## src/rtl/bt656_sensor_ctrl.sv

```systemverilog
// Purpose : DVP/BT.656 camera sensor power/reset sequencer plus frame-accurate capture gate.
// Latency : VSYNC/HREF edges act 3 clk_i after the pin changes (2-flop sync + edge register); all outputs registered.
// Backpressure: none; the sensor free-runs, and frames that start while not armed are skipped whole.
//
// Ports:
//   clk_i, rst_i            system clock, synchronous active-high reset
//   ctrl_enable_i           1 = power and sequence the sensor, 0 = power it down
//   cap_start_i/cap_stop_i  single-cycle pulses that arm and stop capture
//   cap_continuous_i        sampled with cap_start_i; 1 = keep capturing frames until stopped
//   vsync_i, href_i         asynchronous sensor timing inputs
//   sensor_pwdn_o/rstn_o    sensor power-down (active-high) and reset (active-low) pins
//   sensor_ready_o, busy_o  sequencing complete / capture armed or running
//   cap_en_o                gate to the stream receiver, high only inside a captured frame
//   frame_done_o/err_o      end-of-captured-frame pulse; err flags a line count other than LINES
//   frame_cnt_o, line_cnt_o captured frame count and line count of the last completed frame
module bt656_sensor_ctrl #(
    parameter int PWDN_CYC = 10000,
    parameter int RST_CYC  = 20000,
    parameter int TMR_W    = 20,
    parameter int LINES    = 480,
    parameter int LW       = 12
) (
    input  logic          clk_i,
    input  logic          rst_i,
    input  logic          ctrl_enable_i,
    input  logic          cap_start_i,
    input  logic          cap_continuous_i,
    input  logic          cap_stop_i,
    input  logic          vsync_i,
    input  logic          href_i,
    output logic          sensor_pwdn_o,
    output logic          sensor_rstn_o,
    output logic          sensor_ready_o,
    output logic          cap_en_o,
    output logic          busy_o,
    output logic          frame_done_o,
    output logic          frame_err_o,
    output logic [15:0]   frame_cnt_o,
    output logic [LW-1:0] line_cnt_o
);

    typedef enum logic [2:0] {
        ST_OFF,
        ST_PWR_WAIT,
        ST_RST_WAIT,
        ST_IDLE,
        ST_ARM,
        ST_CAPTURE
    } state_t;

    // Timers count down to zero, so a load of N-1 gives a state lasting exactly N cycles.
    localparam logic [TMR_W-1:0] PWDN_LOAD = TMR_W'(PWDN_CYC - 1);
    localparam logic [TMR_W-1:0] RST_LOAD  = TMR_W'(RST_CYC - 1);
    localparam logic [LW-1:0]    LINES_LW  = LW'(LINES);
    localparam logic [LW-1:0]    LCNT_MAX  = {LW{1'b1}};

    // ------------------------------------------------------------------
    // State and flops
    // ------------------------------------------------------------------
    state_t           state_q, state_d;
    logic [TMR_W-1:0] tmr_q, tmr_d;

    // Synchronizer chains: bit 0 = s1, bit 1 = s2, bit 2 = history (s3).
    logic [2:0]       vs_sync_q, vs_sync_d;
    logic [2:0]       hr_sync_q, hr_sync_d;

    logic             cont_q, cont_d;
    logic             stop_pend_q, stop_pend_d;
    logic [LW-1:0]    lcnt_q, lcnt_d;

    logic             pwdn_q, pwdn_d;
    logic             rstn_q, rstn_d;
    logic             ready_q, ready_d;
    logic             cap_en_q, cap_en_d;
    logic             busy_q, busy_d;
    logic             done_q, done_d;
    logic             err_q, err_d;
    logic [15:0]      frame_cnt_q, frame_cnt_d;
    logic [LW-1:0]    line_cnt_q, line_cnt_d;

    // ------------------------------------------------------------------
    // Edge detection on the synchronized sensor timing
    // ------------------------------------------------------------------
    logic vs_fall;
    logic vs_rise;
    logic hr_rise;

    assign vs_fall = !vs_sync_q[1] &&  vs_sync_q[2];
    assign vs_rise =  vs_sync_q[1] && !vs_sync_q[2];
    assign hr_rise =  hr_sync_q[1] && !hr_sync_q[2];

    // Line counter value including an HREF edge landing in this cycle, saturating.
    logic [LW-1:0] lcnt_inc;
    logic [LW-1:0] lcnt_fin;

    always_comb begin
        state_d     = state_q;
        tmr_d       = tmr_q;
        cont_d      = cont_q;
        stop_pend_d = stop_pend_q;
        lcnt_d      = lcnt_q;
        done_d      = 1'b0;
        err_d       = 1'b0;
        frame_cnt_d = frame_cnt_q;
        line_cnt_d  = line_cnt_q;

        vs_sync_d   = {vs_sync_q[1:0], vsync_i};
        hr_sync_d   = {hr_sync_q[1:0], href_i};

        lcnt_inc    = (lcnt_q == LCNT_MAX) ? lcnt_q : lcnt_q + LW'(1);
        lcnt_fin    = hr_rise ? lcnt_inc : lcnt_q;

        if (!ctrl_enable_i) begin
            // Power-down overrides everything; an in-flight frame is dropped
            // silently and the counters keep their last values.
            state_d = ST_OFF;
        end else begin
            case (state_q)
                ST_OFF: begin
                    state_d = ST_PWR_WAIT;
                    tmr_d   = PWDN_LOAD;
                end
                ST_PWR_WAIT: begin
                    if (tmr_q == '0) begin
                        state_d = ST_RST_WAIT;
                        tmr_d   = RST_LOAD;
                    end else begin
                        tmr_d = tmr_q - TMR_W'(1);
                    end
                end
                ST_RST_WAIT: begin
                    if (tmr_q == '0) begin
                        state_d = ST_IDLE;
                    end else begin
                        tmr_d = tmr_q - TMR_W'(1);
                    end
                end
                ST_IDLE: begin
                    // A coincident stop cancels the start.
                    if (cap_start_i && !cap_stop_i) begin
                        state_d     = ST_ARM;
                        cont_d      = cap_continuous_i;
                        stop_pend_d = 1'b0;
                    end
                end
                ST_ARM: begin
                    // Only a VSYNC falling edge opens a frame, so arming mid-frame
                    // waits for the following frame rather than capturing a partial one.
                    if (cap_stop_i) begin
                        state_d = ST_IDLE;
                    end else if (vs_fall) begin
                        state_d = ST_CAPTURE;
                        lcnt_d  = '0;
                    end
                end
                ST_CAPTURE: begin
                    lcnt_d = lcnt_fin;
                    if (cap_stop_i) begin
                        stop_pend_d = 1'b1;
                    end
                    if (vs_rise) begin
                        line_cnt_d  = lcnt_fin;
                        done_d      = 1'b1;
                        err_d       = (lcnt_fin != LINES_LW);
                        frame_cnt_d = frame_cnt_q + 16'd1;
                        // A stop arriving on the closing cycle still ends the run.
                        if (cont_q && !stop_pend_q && !cap_stop_i) begin
                            state_d = ST_ARM;
                        end else begin
                            state_d = ST_IDLE;
                        end
                    end
                end
                default: begin
                    state_d = ST_OFF;
                end
            endcase
        end

        // Level outputs are decoded from the next state so they register
        // together with the state change.
        pwdn_d   = (state_d == ST_OFF);
        rstn_d   = (state_d != ST_OFF) && (state_d != ST_PWR_WAIT);
        ready_d  = (state_d == ST_IDLE) || (state_d == ST_ARM) || (state_d == ST_CAPTURE);
        busy_d   = (state_d == ST_ARM) || (state_d == ST_CAPTURE);
        cap_en_d = (state_d == ST_CAPTURE);
    end

    always_ff @(posedge clk_i) begin
        if (rst_i) begin
            state_q     <= ST_OFF;
            tmr_q       <= '0;
            vs_sync_q   <= '0;
            hr_sync_q   <= '0;
            cont_q      <= 1'b0;
            stop_pend_q <= 1'b0;
            lcnt_q      <= '0;
            pwdn_q      <= 1'b1;
            rstn_q      <= 1'b0;
            ready_q     <= 1'b0;
            cap_en_q    <= 1'b0;
            busy_q      <= 1'b0;
            done_q      <= 1'b0;
            err_q       <= 1'b0;
            frame_cnt_q <= '0;
            line_cnt_q  <= '0;
        end else begin
            state_q     <= state_d;
            tmr_q       <= tmr_d;
            vs_sync_q   <= vs_sync_d;
            hr_sync_q   <= hr_sync_d;
            cont_q      <= cont_d;
            stop_pend_q <= stop_pend_d;
            lcnt_q      <= lcnt_d;
            pwdn_q      <= pwdn_d;
            rstn_q      <= rstn_d;
            ready_q     <= ready_d;
            cap_en_q    <= cap_en_d;
            busy_q      <= busy_d;
            done_q      <= done_d;
            err_q       <= err_d;
            frame_cnt_q <= frame_cnt_d;
            line_cnt_q  <= line_cnt_d;
        end
    end

    assign sensor_pwdn_o  = pwdn_q;
    assign sensor_rstn_o  = rstn_q;
    assign sensor_ready_o = ready_q;
    assign cap_en_o       = cap_en_q;
    assign busy_o         = busy_q;
    assign frame_done_o   = done_q;
    assign frame_err_o    = err_q;
    assign frame_cnt_o    = frame_cnt_q;
    assign line_cnt_o     = line_cnt_q;

endmodule
```

## config.mk

```make
export PLATFORM = sky130hd
export DESIGN_NAME = bt656_sensor_ctrl
export DESIGN_NICKNAME = d
export VERILOG_FILES = /design/src/rtl/bt656_sensor_ctrl.sv
export SDC_FILE = /design/constraint.sdc
export NUM_CORES = 1
export LEC_CHECK = 0
export CAP_MARGIN = 20
export CORE_ASPECT_RATIO = 1.25
export CORE_MARGIN = 10
export CORE_UTILIZATION = 65
export DETAILED_ROUTE_END_ITERATION = 10
export DONT_BUFFER_PORTS = 1
export GPL_ROUTABILITY_DRIVEN = 0
export PLACE_DENSITY = 0.81
export SETUP_SLACK_MARGIN = 0.05
export SYNTH_ARGS = -nofsm -noshare
export SYNTH_HDL_FRONTEND = slang
export SYNTH_SLANG_ARGS = --single-unit
```

## constraint.sdc

```tcl
create_clock -name clk_i -period 6.1 [get_ports clk_i]
set_input_delay 1.83 -clock clk_i [delete_from_list [all_inputs] [get_ports clk_i]]
set_output_delay 1.83 -clock clk_i [all_outputs]
set_load 0.005 [all_outputs]
```

Word level (Yosys, flattened, before mapping)
Cells that the tools add are included.
{ "totals": {"reg_bits": 78, "out_inout_bits": 35, "word_cells": 88} }
{ "classes": {"addsub": 3, "n_eq_ne": 16, "muxes": 21, "bitwise_logic": 3, "reduce_logical": 29} }
{ "ops": {"columns": ["cell", "count"], "rows": [
  ["20-bit case mux with 3 select lines", 1],
  ["12-bit 2-to-1 mux", 4],
  ["20-bit 2-to-1 mux", 2],
  ["3-bit 2-to-1 mux", 8],
  ["12-bit case mux with 2 select lines", 1],
  ["20-bit logical NOT", 1],
  ["20-bit by 1-bit subtractor with 20-bit output, second input constant", 1],
  ["3-bit case mux with 6 select lines", 1],
  ["16-bit by 1-bit adder with 16-bit output, second input constant", 1],
  ["12-bit by 1-bit adder with 12-bit output, second input constant", 1],
  ["12-bit equality test, second input constant", 1],
  ["3-bit equality test, second input constant", 4],
  ["12-bit by 9-bit inequality test with 1-bit output, second input constant", 1],
  ["2-bit inequality test, second input constant", 5],
  ["3-bit by 2-bit equality test with 1-bit output, second input constant", 3],
  ["3-bit AND reduction", 3],
  ["4-bit AND reduction", 2],
  ["1-bit logical AND", 7],
  ["3-bit logical NOT", 2],
  ["3-bit nonzero test", 2],
  ["1-bit logical NOT", 5],
  ["2-bit nonzero test", 2],
  ["4-bit OR reduction", 1],
  ["3-bit by 1-bit equality test with 1-bit output, second input constant", 1],
  ["other kinds (6)", 12]
]} }

Logic depth before layout (Yosys ltp)
Gate-level depths: netlist of the first run.
{ "depth": {"word_depth": 10, "ltp_mapped": 9} }

Worst setup path before layout of the first run
Ideal clock, no wire load.
{ "synth_timing": {"kind": "in2reg", "from": "input port ctrl_enable_i", "to": "register frame_cnt_q[11] (netlist: frame_cnt_o[11])", "arrival_ns": 3.020, "t_required_ns": 6.030, "slack_ns": 3.010, "cell_stages": 5, "n_path_buf": 1, "path_cell_list": "nand4b_4 -> or4_4 -> buf_6 -> or3_1 -> a21oi_1"} }
{ "synth_via": {"elab_chain_cells": 1} }
{ "synth_rtl": {"columns": ["item", "line", "source"], "rows": [
  ["from (decl)", "25", "input logic ctrl_enable_i,"],
  ["3-bit AND reduction (no source line)", null, null],
  ["to (signal assigned)", "222", "frame_cnt_q <= frame_cnt_d;"],
  ["to (decl)", "78", "logic [15:0] frame_cnt_q, frame_cnt_d;"]
]} }
Every way passes these cells.
A chain may end at the register's enable or synchronous reset.

Worst setup path in the final report of the first run
{ "layout_timing": {"from": "input port ctrl_enable_i", "to": "register frame_cnt_q[14] (netlist: frame_cnt_o[14])"} }
Same word-level chain as after synthesis.

==> flow_results.org, run 1 <==
** Yosys
- After synthesis, the share of flip-flops with an asynchronous set or reset is 0.
- For this run, the register share of the synthesized area comes to 0.3980.
- A synthesized cell averages 8.331 µm².
- The netlist uses 69 different library cells.
- Area share of the largest cell type after synthesis :: 0.3980
- Summing every instance area after synthesis gives 3924 µm².
- Yosys printed 0 warnings.
- Number of cells produced by synthesis :: 471
- Synthesized net count :: 482
- Count of flip-flops with a built-in enable after synthesis :: 0
- Ranking of synthesized cells by area :: sky130_fd_sc_hd__dfxtp_1, sky130_fd_sc_hd__a21oi_1, sky130_fd_sc_hd__nor2_1
- The synthesized design spends more area on one cell type than any other, namely sky130_fd_sc_hd__dfxtp_1.
- Primary flip-flop cell chosen by synthesis mapping :: sky130_fd_sc_hd__dfxtp_1
- Flops & latches, synth :: 78

** Timing
- For this run, the top clock speed supported by timing is 0.3223 GHz.
- Finish-stage setup viols :: 0
- Final worst-path cycle share :: 0.5086
- Final Hold Vio Count :: 0
- Hold timing on the final database bottoms out at a slack of 0.4381 ns.
- Unrepaired setup endpoints after global routing :: no
- The worst path needs 3.103 ns of the cycle, external delays included.
- Max-slew headroom :: 0.4384
- After routing, the total negative slack on setup checks comes to 0 ns.
- Final number of max-transition violations :: 0
- Max Clock Skew :: 0.009007 ns
- Pin slew with the least headroom to its limit :: 0.8424 ns

** Clock tree
- Setup Buffers After CTS :: 0
- The clock reaches the later pin of the worst-skew pair after 0.35 ns.
- Counting the buffers created by CTS gives 9.
- TritonCTS clock tree :: built
- After clock tree synthesis, the clock-pin slew on the worst setup and hold paths is 0.08 ns.
- Gates resized, CTS repair :: 0
- Root buffer cell :: sky130_fd_sc_hd__clkbuf_8
- H-tree level count :: 3
- Number of buffers between clock root and the deepest sink :: 2
- Number of hold buffers added after CTS :: 0
- For this design, the sink count on the clock tree is 78.

** Setup path
- Type of destination of the critical path :: flop
- Setup crit start kind :: primary input
- The worst register-to-register path begins at tmr_q[0].
- In this run the worst path has a maximum fanout of 16.
- CP Class :: primary input to flop
- For the worst setup path, the data required time is 6.35 ns.
- Tracing the worst setup path back leads to its startpoint at ctrl_enable_i.
- Critical Path Sink :: frame_cnt_o[14]
- The setup check on the worst reg-to-reg path leaves a slack of 3.70 ns.
- STA puts the critical path data arrival time at 3.35 ns.
- In this run the critical register-to-register path is captured at tmr_q[7].
- The number of cells on the worst reg-to-reg path is 7.

** Job
- Max-cap violations in this run came to 0.

** GRT
- First-pass GRT wire length :: 14490 µm
- Global-route usage over all layers :: 0.1833
- Via count of the first global-routing pass :: 3210
- Maximum number of pins on one net before global-route repair :: 66
- The number of antenna violations at the first check in global routing came to 0.
- The total overflow left after global routing is 0.

** Cells and area
- Number of inserted filler cells in the final layout :: 453
- Synth-to-Final Area Change :: 5.835%
- The number of antenna diodes in the final layout is 0.
- At the end of the flow the core is filled with cells to 0.7138.
- Area of the multi-input gates :: 2173 µm²
- Proportion of layout cells with a drive suffix above 1 :: 0.07127
- Final-stage net count :: 469
- The finished cells cover 4153 µm².
- Reg area :: 1562 µm²

** Floorplan
- Starting utilization of the core area :: 0.6744
- From bottom edge to top edge, the die measures 106.9 µm.
- The die covers 9563 µm².
- Number of core rows :: 31
- The floorplan step defined a core boundary enclosing 5818 µm².
- Total I/O pin count :: 43
- From left edge to right edge, the die measures 89.49 µm.

** Route
- Top sig layer :: met4
- The final route contains 3405 vias.
- Dividing the detail-routed wire length by the instance count gives 16.54 µm.
- Met2 wire length :: 4521 µm
- Length of the first detailed-routing pass in iterations :: 5
- In this run, the number of DRC markers left after iteration 0 of detailed routing was 147.
- Metal-1 WL :: 3450 µm
- For this run, design rule violations remaining after detail routing come to 0.
- Amount of wire on met3 after detailed routing :: 551 µm
- The count of nets left with antenna violations once routing finished came out at 0.
- Detailed-route wire length :: 8748 µm
- Ratio of routed vias to standard cells :: 6.437

** Power
- Worst voltage drop across the vdd grid :: 179.6 µV
- In this run the power density over the cells is 269.7 nW/µm².
- For this design the static power due to leakage is 1.425 nW.

** Placement
- The count of buffers added on input and output ports is 0.
- Placement Cell Area :: 3896 µm²
- HPWL reported at the end of detailed placement :: 6259 µm

** Status
- The flow ran to the end, and the final reports show no timing, DRC or antenna violations.

** Min path
- Worst min-delay path class :: flop to flop
[critical path: stages]
cell                      delay (ns)
sky130_fd_sc_hd__and4b_1        0.58
sky130_fd_sc_hd__nand4_1        0.33
sky130_fd_sc_hd__nor4_1         0.39
sky130_fd_sc_hd__xnor2_1        0.16
sky130_fd_sc_hd__nor2_1         0.05
[per-layer routing]
metal / vias to the layer above / track usage
met5: - / 0
met4: 0 / 0.1025
met3: 23 / 0.03333
met2: 112 / 0.3146
met1: 1597 / 0.2054
li1: 1673 / -
[state kept, by name (all words and copies together), names as in the netlist]
| name | count |
|---|---|
| stop_pend_q | 1 |
| line_cnt_o | 12 |
| lcnt_q | 12 |
| sensor_rstn_o | 1 |
| frame_done_o | 1 |
| busy_o | 1 |
| hr_sync_q | 3 |
| vs_sync_q | 3 |
| state_q | 3 |
| sensor_ready_o | 1 |
| tmr_q | 20 |
| frame_cnt_o | 16 |
| cont_q | 1 |
| frame_err_o | 1 |
| cap_en_o | 1 |
| sensor_pwdn_o | 1 |
[stage by stage]
| step | std cells | worst slack [ns] | power (mW) |
|---|---|---|---|
| floorplan | 471 | 3.010 | 0.6320 |
| detailed placement | 513 | 2.636 | 0.6486 |
| CTS | 529 | 2.994 | 1.124 |
| global placement | 513 | 2.701 | 0.6457 |
| global route | 529 | 2.815 | 1.159 |
| finish | 529 | 2.997 | 1.120 |
[worst min path at each step]
stage | from | to | slack [ns] | cells past startpoint
finish | hr_sync_q[0] | hr_sync_q[1] | 0.44 | 1
global route | hr_sync_q[0] | hr_sync_q[1] | 0.45 | 1
CTS | hr_sync_q[0] | hr_sync_q[1] | 0.44 | 1
detailed placement | hr_sync_q[0] | hr_sync_q[1] | 0.42 | 1
global placement | hr_sync_q[0] | hr_sync_q[1] | 0.42 | 1
floorplan | hr_sync_q[0] | hr_sync_q[1] | 0.41 | 1
[cells in the mapped netlist, types with 4 or more instances]
cell,instances
sky130_fd_sc_hd__a211oi_1,9
sky130_fd_sc_hd__a21oi_1,37
sky130_fd_sc_hd__a22oi_1,5
sky130_fd_sc_hd__a31oi_1,13
sky130_fd_sc_hd__and3_1,4
sky130_fd_sc_hd__clkbuf_1,17
sky130_fd_sc_hd__dfxtp_1,78
sky130_fd_sc_hd__inv_1,19
sky130_fd_sc_hd__mux2_2,4
sky130_fd_sc_hd__nand2_1,41
sky130_fd_sc_hd__nand2b_1,8
sky130_fd_sc_hd__nand3_1,18
sky130_fd_sc_hd__nand4_1,12
sky130_fd_sc_hd__nor2_1,49
sky130_fd_sc_hd__nor2b_1,8
sky130_fd_sc_hd__nor3_1,20
sky130_fd_sc_hd__nor4_1,10
sky130_fd_sc_hd__o21ai_0,14
sky130_fd_sc_hd__or3_1,7
sky130_fd_sc_hd__xnor2_1,15
sky130_fd_sc_hd__xor2_1,7
[layout make-up]
cell class,count,share of cell area
timing repair buffer,1,0.001808
multi-input combinational,349,0.5233
clock inverter,5,0.02531
sequential,78,0.3760
inverter,19,0.01717
tap,66,0.01989
clock buffer,11,0.03646
[cell usage in the layout (no fill, tap or decap), types with 3 or more instances in the layout]
master	n
sky130_fd_sc_hd__inv_1	19
sky130_fd_sc_hd__xor2_1	7
sky130_fd_sc_hd__nand2_1	41
sky130_fd_sc_hd__dfxtp_1	78
sky130_fd_sc_hd__nand2b_1	8
sky130_fd_sc_hd__nand3_1	18
sky130_fd_sc_hd__nor4_1	10
sky130_fd_sc_hd__a311oi_1	3
sky130_fd_sc_hd__clkbuf_8	11
sky130_fd_sc_hd__nand4b_1	3
sky130_fd_sc_hd__nor2_1	49
sky130_fd_sc_hd__nand4_1	12
sky130_fd_sc_hd__xnor2_1	15
sky130_fd_sc_hd__a211oi_1	9
sky130_fd_sc_hd__mux2i_1	3
sky130_fd_sc_hd__o21ai_0	14
sky130_fd_sc_hd__and3_1	4
sky130_fd_sc_hd__a22oi_1	5
sky130_fd_sc_hd__a31oi_1	13
sky130_fd_sc_hd__and4_1	3
sky130_fd_sc_hd__ha_1	3
sky130_fd_sc_hd__mux2_2	4
sky130_fd_sc_hd__nor3_1	20
sky130_fd_sc_hd__o21a_1	3
sky130_fd_sc_hd__a21oi_1	37
sky130_fd_sc_hd__nor2b_1	8
sky130_fd_sc_hd__o211ai_1	3
sky130_fd_sc_hd__or3_1	7
sky130_fd_sc_hd__a21o_1	3
sky130_fd_sc_hd__bufinv_16	3
[where the power goes]
group	internal [mW]	switching, mW	total (mW)
sequential	0.523	0.0167	0.540
combinational	0.0357	0.0631	0.0989
clock	0.294	0.187	0.481
[logic make-up after synthesis]
family | count (synthesis) | synth area share
simple gates | 204 | 0.2797
xor+xnor | 22 | 0.04911
fa+ha+maj | 3 | 0.009567
mux | 7 | 0.01913
buf+inv | 44 | 0.04815
flops | 78 | 0.3980
compound gates | 113 | 0.1964
Note: power is estimated with default switching activity, not from simulation.
==> run 2, diff against run 1 <==
--- a/config.mk
+++ b/config.mk
@@ -8,11 +8,11 @@
 export CAP_MARGIN = 20
 export CORE_ASPECT_RATIO = 1.25
 export CORE_MARGIN = 10
-export CORE_UTILIZATION = 65
+export CORE_UTILIZATION = 57
 export DETAILED_ROUTE_END_ITERATION = 10
 export DONT_BUFFER_PORTS = 1
 export GPL_ROUTABILITY_DRIVEN = 0
-export PLACE_DENSITY = 0.81
+export PLACE_DENSITY = 0.75
 export SETUP_SLACK_MARGIN = 0.05
 export SYNTH_ARGS = -nofsm -noshare
 export SYNTH_HDL_FRONTEND = slang
==> constraint.sdc (replaced) <==
create_clock -name clk_i -period 2.8 [get_ports clk_i]
set_input_delay 0.84 -clock clk_i [delete_from_list [all_inputs] [get_ports clk_i]]
set_output_delay 0.84 -clock clk_i [all_outputs]
set_load 0.005 [all_outputs]
==> run 2 against run 1 <==
  * Critical path depth increased by 2
  * Total power increased by 110%
  * Sequential cell count unchanged
  * Die area increased by 11%
  * Largest cell class unchanged
  * Combinational power increased by 120%
  * Clock power increased by 110%
==> flow_results.org, run 2 (synthesis results as in run 1) <==
** Route
- After detailed routing, the total wire length is 9196 µm.
- Drc violations :: 0
- Amount of wire on met3 after detailed routing :: 691 µm
- Signal routing reaches up to met4.
- Ratio of routed vias to standard cells :: 6.280
- The first detailed-routing pass took 5 iterations.
- After detailed routing, the met2 layer carries 4582 µm of wire.
- DRC violation total after the first TritonRoute iteration :: 198
- Average routed wire per standard cell :: 16.63 µm
- The count of nets left with antenna violations once routing finished came out at 0.
- For this block, the via count after detailed routing is 3473.
- Metal-1 WL :: 3626 µm

** Clock tree
- Gates resized during post-CTS repair numbered 0.
- The clock reaches the later pin of the worst-skew pair after 0.35 ns.
- The H-tree was split into 3 levels.
- Number of buffers between clock root and the deepest sink :: 2
- TritonCTS created 9 clock buffers.
- Number of sinks on the clock net :: 78
- After clock tree synthesis, the clock-pin slew on the worst setup and hold paths is 0.08 ns.
- CTS placed an instance of sky130_fd_sc_hd__clkbuf_8 at the clock tree root.
- Number of hold buffers added after CTS :: 0
- Setup Buffers After CTS :: 0
- TritonCTS built the clock tree.

** Floorplan
- Number of core rows :: 33
- Total die area :: 10620 µm²
- The die is 112.8 µm tall.
- From left edge to right edge, the die measures 94.21 µm.
- 43 I/O pins were placed.
- Core box area :: 6648 µm²
- Starting utilization of the core area :: 0.5903

** Cells and area
- Area of the multi-input gates :: 2173 µm²
- Biggest register :: tmr_q
- Commonest non-fill, non-tap cell in the layout :: sky130_fd_sc_hd__dfxtp_1
- Final core utilization :: 0.6294
- Of the cells placed in the final design, the portion with a size suffix greater than 1 is 0.07296.
- Across the whole layout, storage elements account for 1562 µm².
- The top cell types in the final layout, fill and taps aside, are sky130_fd_sc_hd__dfxtp_1, sky130_fd_sc_hd__nor2_1, sky130_fd_sc_hd__nand2_1, sky130_fd_sc_hd__a21oi_1, sky130_fd_sc_hd__nor3_1.
- 0 antenna diodes ended up in the layout.
- Synth-to-Final Area Change :: 6.633%
- Final-stage net count :: 472
- The layout has 585 filler cells.
- The register with the most flip-flops in the layout has 20 of them.

** Timing
- The total count of max-transition violations in the final report is 0.
- Final Hold Vio Count :: 0
- The smallest clock period supported by the final layout is computed as 2.292 ns.
- Dividing the final minimum period by the clock period gives 0.8185.
- Headroom to the max-slew limit came out at 0.4864.
- Max Clock Skew :: 0.01048 ns
- Unrepaired setup endpoints after global routing :: no
- Static timing analysis puts the maximum clock frequency at 0.4363 GHz.
- Accumulated negative setup slack :: 0 ns
- Setup violations remaining at the end of the flow were counted as 0.
- At the pin with the least slew margin, the transition time is 0.7671 ns.

** Min path
- Along the worst hold path, the cell count comes to 1.
- The min-delay analysis places its worst path in the category flop to flop.

** Setup path
- Reg-to-reg critical path endpoint :: tmr_q[11]
- Arrival time of the worst setup path :: 2.57 ns
- Required time reported for the critical path endpoint :: 3.08 ns
- CP Class :: flop to flop
- The startpoint identified for the worst register-to-register timing path is tmr_q[0].
- Number of cells on the worst reg-to-reg path :: 7
- Highest net fanout along the worst path :: 7
- Worst setup slack for register-to-register paths :: 0.51 ns
- STA classifies the critical path endpoint as a flop.
- Critical Path Sink :: tmr_q[11]
- Setup crit start kind :: flop
- Launch point of the worst path :: tmr_q[0]

** Power
- Of the total power, combinational logic draws 0.091.
- Switching part of the total power :: 0.2451
- Cell internal pwr :: 1.816 mW
- The analysis attributes to cell leakage a power of 1.437 nW.
- IR analysis of the VDD net gives a maximum drop of 409.9 µV.
- Clock network fraction of design power :: 0.419
- Share of power burned in registers :: 0.490
- The analysis attributes to net switching a power of 0.5897 mW.
- Pwr dens :: 575.0 nW/µm²

** GRT
- First-pass GRT wire length :: 15320 µm
- Global-route usage over all layers :: 0.1730
- The via count of the first global-routing pass came to 3189.
- Total congestion overflow after global routing :: 0
- Maximum number of pins on one net before global-route repair :: 66
- The number of antenna violations at the first check in global routing is 0.

** Status
- The run finished with clean final reports.

** Placement
- Input and output buffers added on the ports amount to 0.
- After legalization and detailed placement, the total HPWL measured 6512 µm.

** Job
- Max-cap violations in this run came to 0.
[run 2: changes by cell type in the layout (fill, tap and decap cells not counted), sizes merged]
cell	previous run	this run
buf	1	4
clkinv	0	2
clkinvlp	2	0
[run 2: how the worst min path moves through the flow]
stage / from / endpoint / slack, ns
finish: vs_sync_q[0] / vs_sync_q[1] / 0.44
global route: hr_sync_q[0] / hr_sync_q[1] / 0.45
CTS: vs_sync_q[0] / vs_sync_q[1] / 0.45
detailed placement: vs_sync_q[0] / vs_sync_q[1] / 0.43
global placement: vs_sync_q[0] / vs_sync_q[1] / 0.42
floorplan: hr_sync_q[0] / hr_sync_q[1] / 0.41
[run 2: per-stage QoR]
stage          power, mW  setup slack (ns)  std cells  hold WS [ns]  area [µm²]
6_report           2.406            0.5082        553        0.4409        4184
2_1_floorplan      1.377            0.6999        471        0.4138        3924
3_3_place_gp       1.411            0.6913        537        0.4185        3945
4_1_cts            2.418            0.5748        553        0.4456        4184
5_1_grt            2.503            0.4159        553        0.4514        4184
3_5_place_dp       1.416            0.5944        537        0.4268        3945
[run 2: per-layer routing]
layer / track usage / vias to the layer above
met5: 0 / -
met4: 0.07005 / 0
met3: 0.05225 / 29
met2: 0.2904 / 151
met1: 0.1981 / 1603
li1: - / 1690
[run 2: area by class of cell]
| type | count | area share |
|---|---|---|
| inverter | 19 | 0.01705 |
| clock inverter | 5 | 0.02572 |
| clock buffer | 11 | 0.03140 |
| sequential | 78 | 0.3732 |
| timing repair buffer | 4 | 0.007177 |
| tap | 87 | 0.02602 |
| multi-input combinational | 349 | 0.5194 |
[run 2: power by group through the flow]
stage | clock network [mW] | logic [mW] | registers, mW
6_report | 1.01 | 0.219 | 1.18
5_1_grt | 1.08 | 0.241 | 1.18
4_1_cts | 1.03 | 0.215 | 1.18
3_5_place_dp | 0 | 0.212 | 1.20
3_3_place_gp | 0 | 0.208 | 1.20
2_1_floorplan | 0 | 0.185 | 1.19
[run 2: critical path, cell delays in order, from the launching register on]
cell	delay, ns
sky130_fd_sc_hd__dfxtp_1	0.36
sky130_fd_sc_hd__inv_1	0.07
sky130_fd_sc_hd__ha_1	0.22
sky130_fd_sc_hd__nor4b_4	0.42
sky130_fd_sc_hd__nand4_2	0.31
sky130_fd_sc_hd__o41ai_1	0.58
sky130_fd_sc_hd__a21oi_1	0.13
sky130_fd_sc_hd__nor3_1	0.13
==> run 3, diff against run 2 <==
--- a/config.mk
+++ b/config.mk
@@ -8,11 +8,11 @@
 export CAP_MARGIN = 20
 export CORE_ASPECT_RATIO = 1.25
 export CORE_MARGIN = 10
-export CORE_UTILIZATION = 57
+export CORE_UTILIZATION = 63
 export DETAILED_ROUTE_END_ITERATION = 10
 export DONT_BUFFER_PORTS = 1
 export GPL_ROUTABILITY_DRIVEN = 0
-export PLACE_DENSITY = 0.75
+export PLACE_DENSITY = 0.79
 export SETUP_SLACK_MARGIN = 0.05
 export SYNTH_ARGS = -nofsm -noshare
 export SYNTH_HDL_FRONTEND = slang
==> constraint.sdc (replaced) <==
create_clock -name clk_i -period 2.3 [get_ports clk_i]
set_input_delay 0.69 -clock clk_i [delete_from_list [all_inputs] [get_ports clk_i]]
set_output_delay 0.69 -clock clk_i [all_outputs]
set_load 0.005 [all_outputs]
==> run 3 against run 2 <==
  * Cell count up 1.8%
  * Critical path depth up 1
  * Clock skew is 0.00080 ns lower
  * Critical path type unchanged
  * Largest cell class unchanged
==> flow_results.org, run 3 (synthesis results as in run 1) <==
** Status
- Run status :: finished, final reports clean

** GRT
- Antenna violations before repair :: 0
- Total congestion overflow after global routing :: 0
- First-pass GRT wire length :: 15640 µm
- Global-route usage over all layers :: 0.1905
- The via count of the first global-routing pass came to 3348.
- Entering global routing, the biggest net connects 66 pins.

** Power
- Switching part of the total power :: 0.2912
- The share of total power dissipated in combinational logic is 0.109.
- The share of total power dissipated in the clock network is 0.357.
- Of the total power, registers draw 0.534.
- Cell internal power was estimated by the tool at 1.904 mW.
- Across the VDD grid, the largest voltage drop is 395.1 µV.
- Summed over all cells, the static leakage comes to 1.469 nW.
- In this run the power density over the cells is 636.1 nW/µm².
- Power dissipated by switching net loads :: 0.7823 mW

** Route
- The detail route stage leaves a number of antenna-violating nets equal to 0.
- Drc violations :: 0
- Detailed-route wire length :: 9579 µm
- Length of the first detailed-routing pass in iterations :: 5
- Total via count after detailed routing :: 3585
- Average routed wire per standard cell :: 17.01 µm
- DRC violation total after the first TritonRoute iteration :: 173
- Dividing the detail-routed via count by the number of cells gives 6.368.

** Timing
- In the finished design, the share of the clock period the worst path needs comes to 0.9323.
- For the final database, setup skew stands at 0.009680 ns.
- Final number of max-transition violations :: 0
- Setup repair after global routing left no endpoint under its margin.
- Pin slew with the least headroom to its limit :: 0.7723 ns
- Final Hold Vio Count :: 0
- After routing, the total negative slack on setup checks comes to 0 ns.
- In this run the tightest slew margin relative to its limit is 0.4829.
- Setup violations remaining at the end of the flow were counted as 0.
- Maximum frequency from static timing analysis :: 0.4664 GHz
- The worst path meets setup with 0.1558 ns of slack.
- Final worst path period need :: 2.144 ns

** Floorplan
- The floorplan has 32 rows.
- Die W :: 90.59 µm
- Starting utilization of the core area :: 0.6405
- The core region is 6126 µm².
- For this design the top-level I/O count stands at 43.
- Measured along the y axis, the die boundary spans 108.2 µm.
- The die covers 9804 µm².

** Clock tree
- Clock tree synthesis selected as its root buffer the cell sky130_fd_sc_hd__clkbuf_8.
- Number of hold buffers added after CTS :: 0
- TritonCTS clock tree :: built
- CTS saw 78 sinks.
- H-tree level count :: 3
- CTS clk-pin slew, worst paths :: 0.09 ns
- The clock passes through at most 2 buffers.
- Clock latency on the worst-skew pair :: 0.37 ns
- Number of buffers created by CTS :: 9

** Setup path
- STA classifies the critical path endpoint as a flop.
- The worst setup path is of the flop to flop kind.
- Highest net fanout along the worst path :: 8
- Data on the critical path is required at its endpoint by 2.58 ns.
- Data on the critical path arrives at its endpoint at 2.43 ns.
- Setup crit start kind :: flop
- Number of cells on the worst reg-to-reg path :: 8

** Cells and area
- The area growth from synthesis to layout is 7.653%.
- Biggest register :: tmr_q
- Leaving out fill and tap cells, the most frequent cell in the layout is sky130_fd_sc_hd__dfxtp_1.
- The register with the most flip-flops in the layout has 20 of them.
- 0 antenna diodes ended up in the layout.
- Of the cells placed in the final design, the portion with a size suffix greater than 1 is 0.1046.
- Leaving out fill and tap cells, the most frequent cells in the layout are sky130_fd_sc_hd__dfxtp_1, sky130_fd_sc_hd__nor2_1, sky130_fd_sc_hd__nand2_1, sky130_fd_sc_hd__a21oi_1, sky130_fd_sc_hd__nor3_1.
- The final layout contains 484 nets.

** Placement
- Worst slack, placed :: 0.04812 ns
- During placement, the flow inserted port buffers numbering 0.
- HPWL reported at the end of detailed placement :: 6784 µm

** Min path
- Worst min-delay path class :: primary input to flop
- Counting instances, the worst hold path has a depth of 1.

** Job
- Max-cap violations in this run came to 0.
[run 3: power groups by stage]
stage | logic [mW] | registers (mW) | clock network, mW
4_1_cts | 0.278 | 1.43 | 0.978
2_1_floorplan | 0.225 | 1.45 | 0
6_report | 0.293 | 1.43 | 0.960
3_5_place_dp | 0.274 | 1.46 | 0
5_1_grt | 0.320 | 1.44 | 1.02
3_3_place_gp | 0.268 | 1.46 | 0
[run 3: critical path, cell delays in order, from the launching register on]
cell,delay (ns)
sky130_fd_sc_hd__dfxtp_1,0.40
sky130_fd_sc_hd__inv_1,0.06
sky130_fd_sc_hd__ha_1,0.24
sky130_fd_sc_hd__nor4b_4,0.16
sky130_fd_sc_hd__and4_1,0.21
sky130_fd_sc_hd__buf_4,0.17
sky130_fd_sc_hd__a31oi_4,0.25
sky130_fd_sc_hd__or4b_1,0.47
sky130_fd_sc_hd__o221ai_1,0.09
[run 3: routing by layer]
layer	wire, µm	global-route usage	vias up	part of all wire
met1	3695	0.2042	1678	0.39
met5	0	0	-	0
met4	372	0.1207	0	0.039
met3	626	0.03883	43	0.065
met2	4885	0.3380	151	0.51
li1	-	-	1713	-
[run 3: final timing paths]
kind | end | from | slack, ns
max | tmr_q[19] | tmr_q[0] | 0.16
max reg2reg | tmr_q[19] | tmr_q[0] | 0.16
min | tmr_q[4] | rst_i | 0.38
min reg2reg | hr_sync_q[1] | hr_sync_q[0] | 0.44
[run 3: what timing repair did]
action	CTS	global route
endpoints found under the setup margin	0	9
endpoints found under the hold margin	0	0
setup buffers	0	1
gates resized for setup	0	2
[run 3: final cells by class]
cell class,instances,area [µm²]
Clock buffer,9,123.9
Clock inverter,7,57.56
Fill cell,520,1902
Inverter,19,71.32
Multi-Input combinational cell,349,2183
Sequential cell,78,1562
Tap cell,85,106.4
Timing Repair Buffer,16,120.1
[run 3: per-stage QoR]
stage / instance area, µm² / instances / util / hold slack (ns) / total power [mW]
after floorplan: 3924 / 471 / - / 0.4138 / 1.676
after global placement: 4025 / 546 / 0.6571 / 0.4209 / 1.728
after detailed placement: 4025 / 546 / 0.6571 / 0.4310 / 1.736
after CTS: 4207 / 562 / 0.6867 / 0.3762 / 2.686
after global routing: 4224 / 563 / 0.6895 / 0.3901 / 2.777
final: 4224 / 563 / 0.6895 / 0.3813 / 2.687
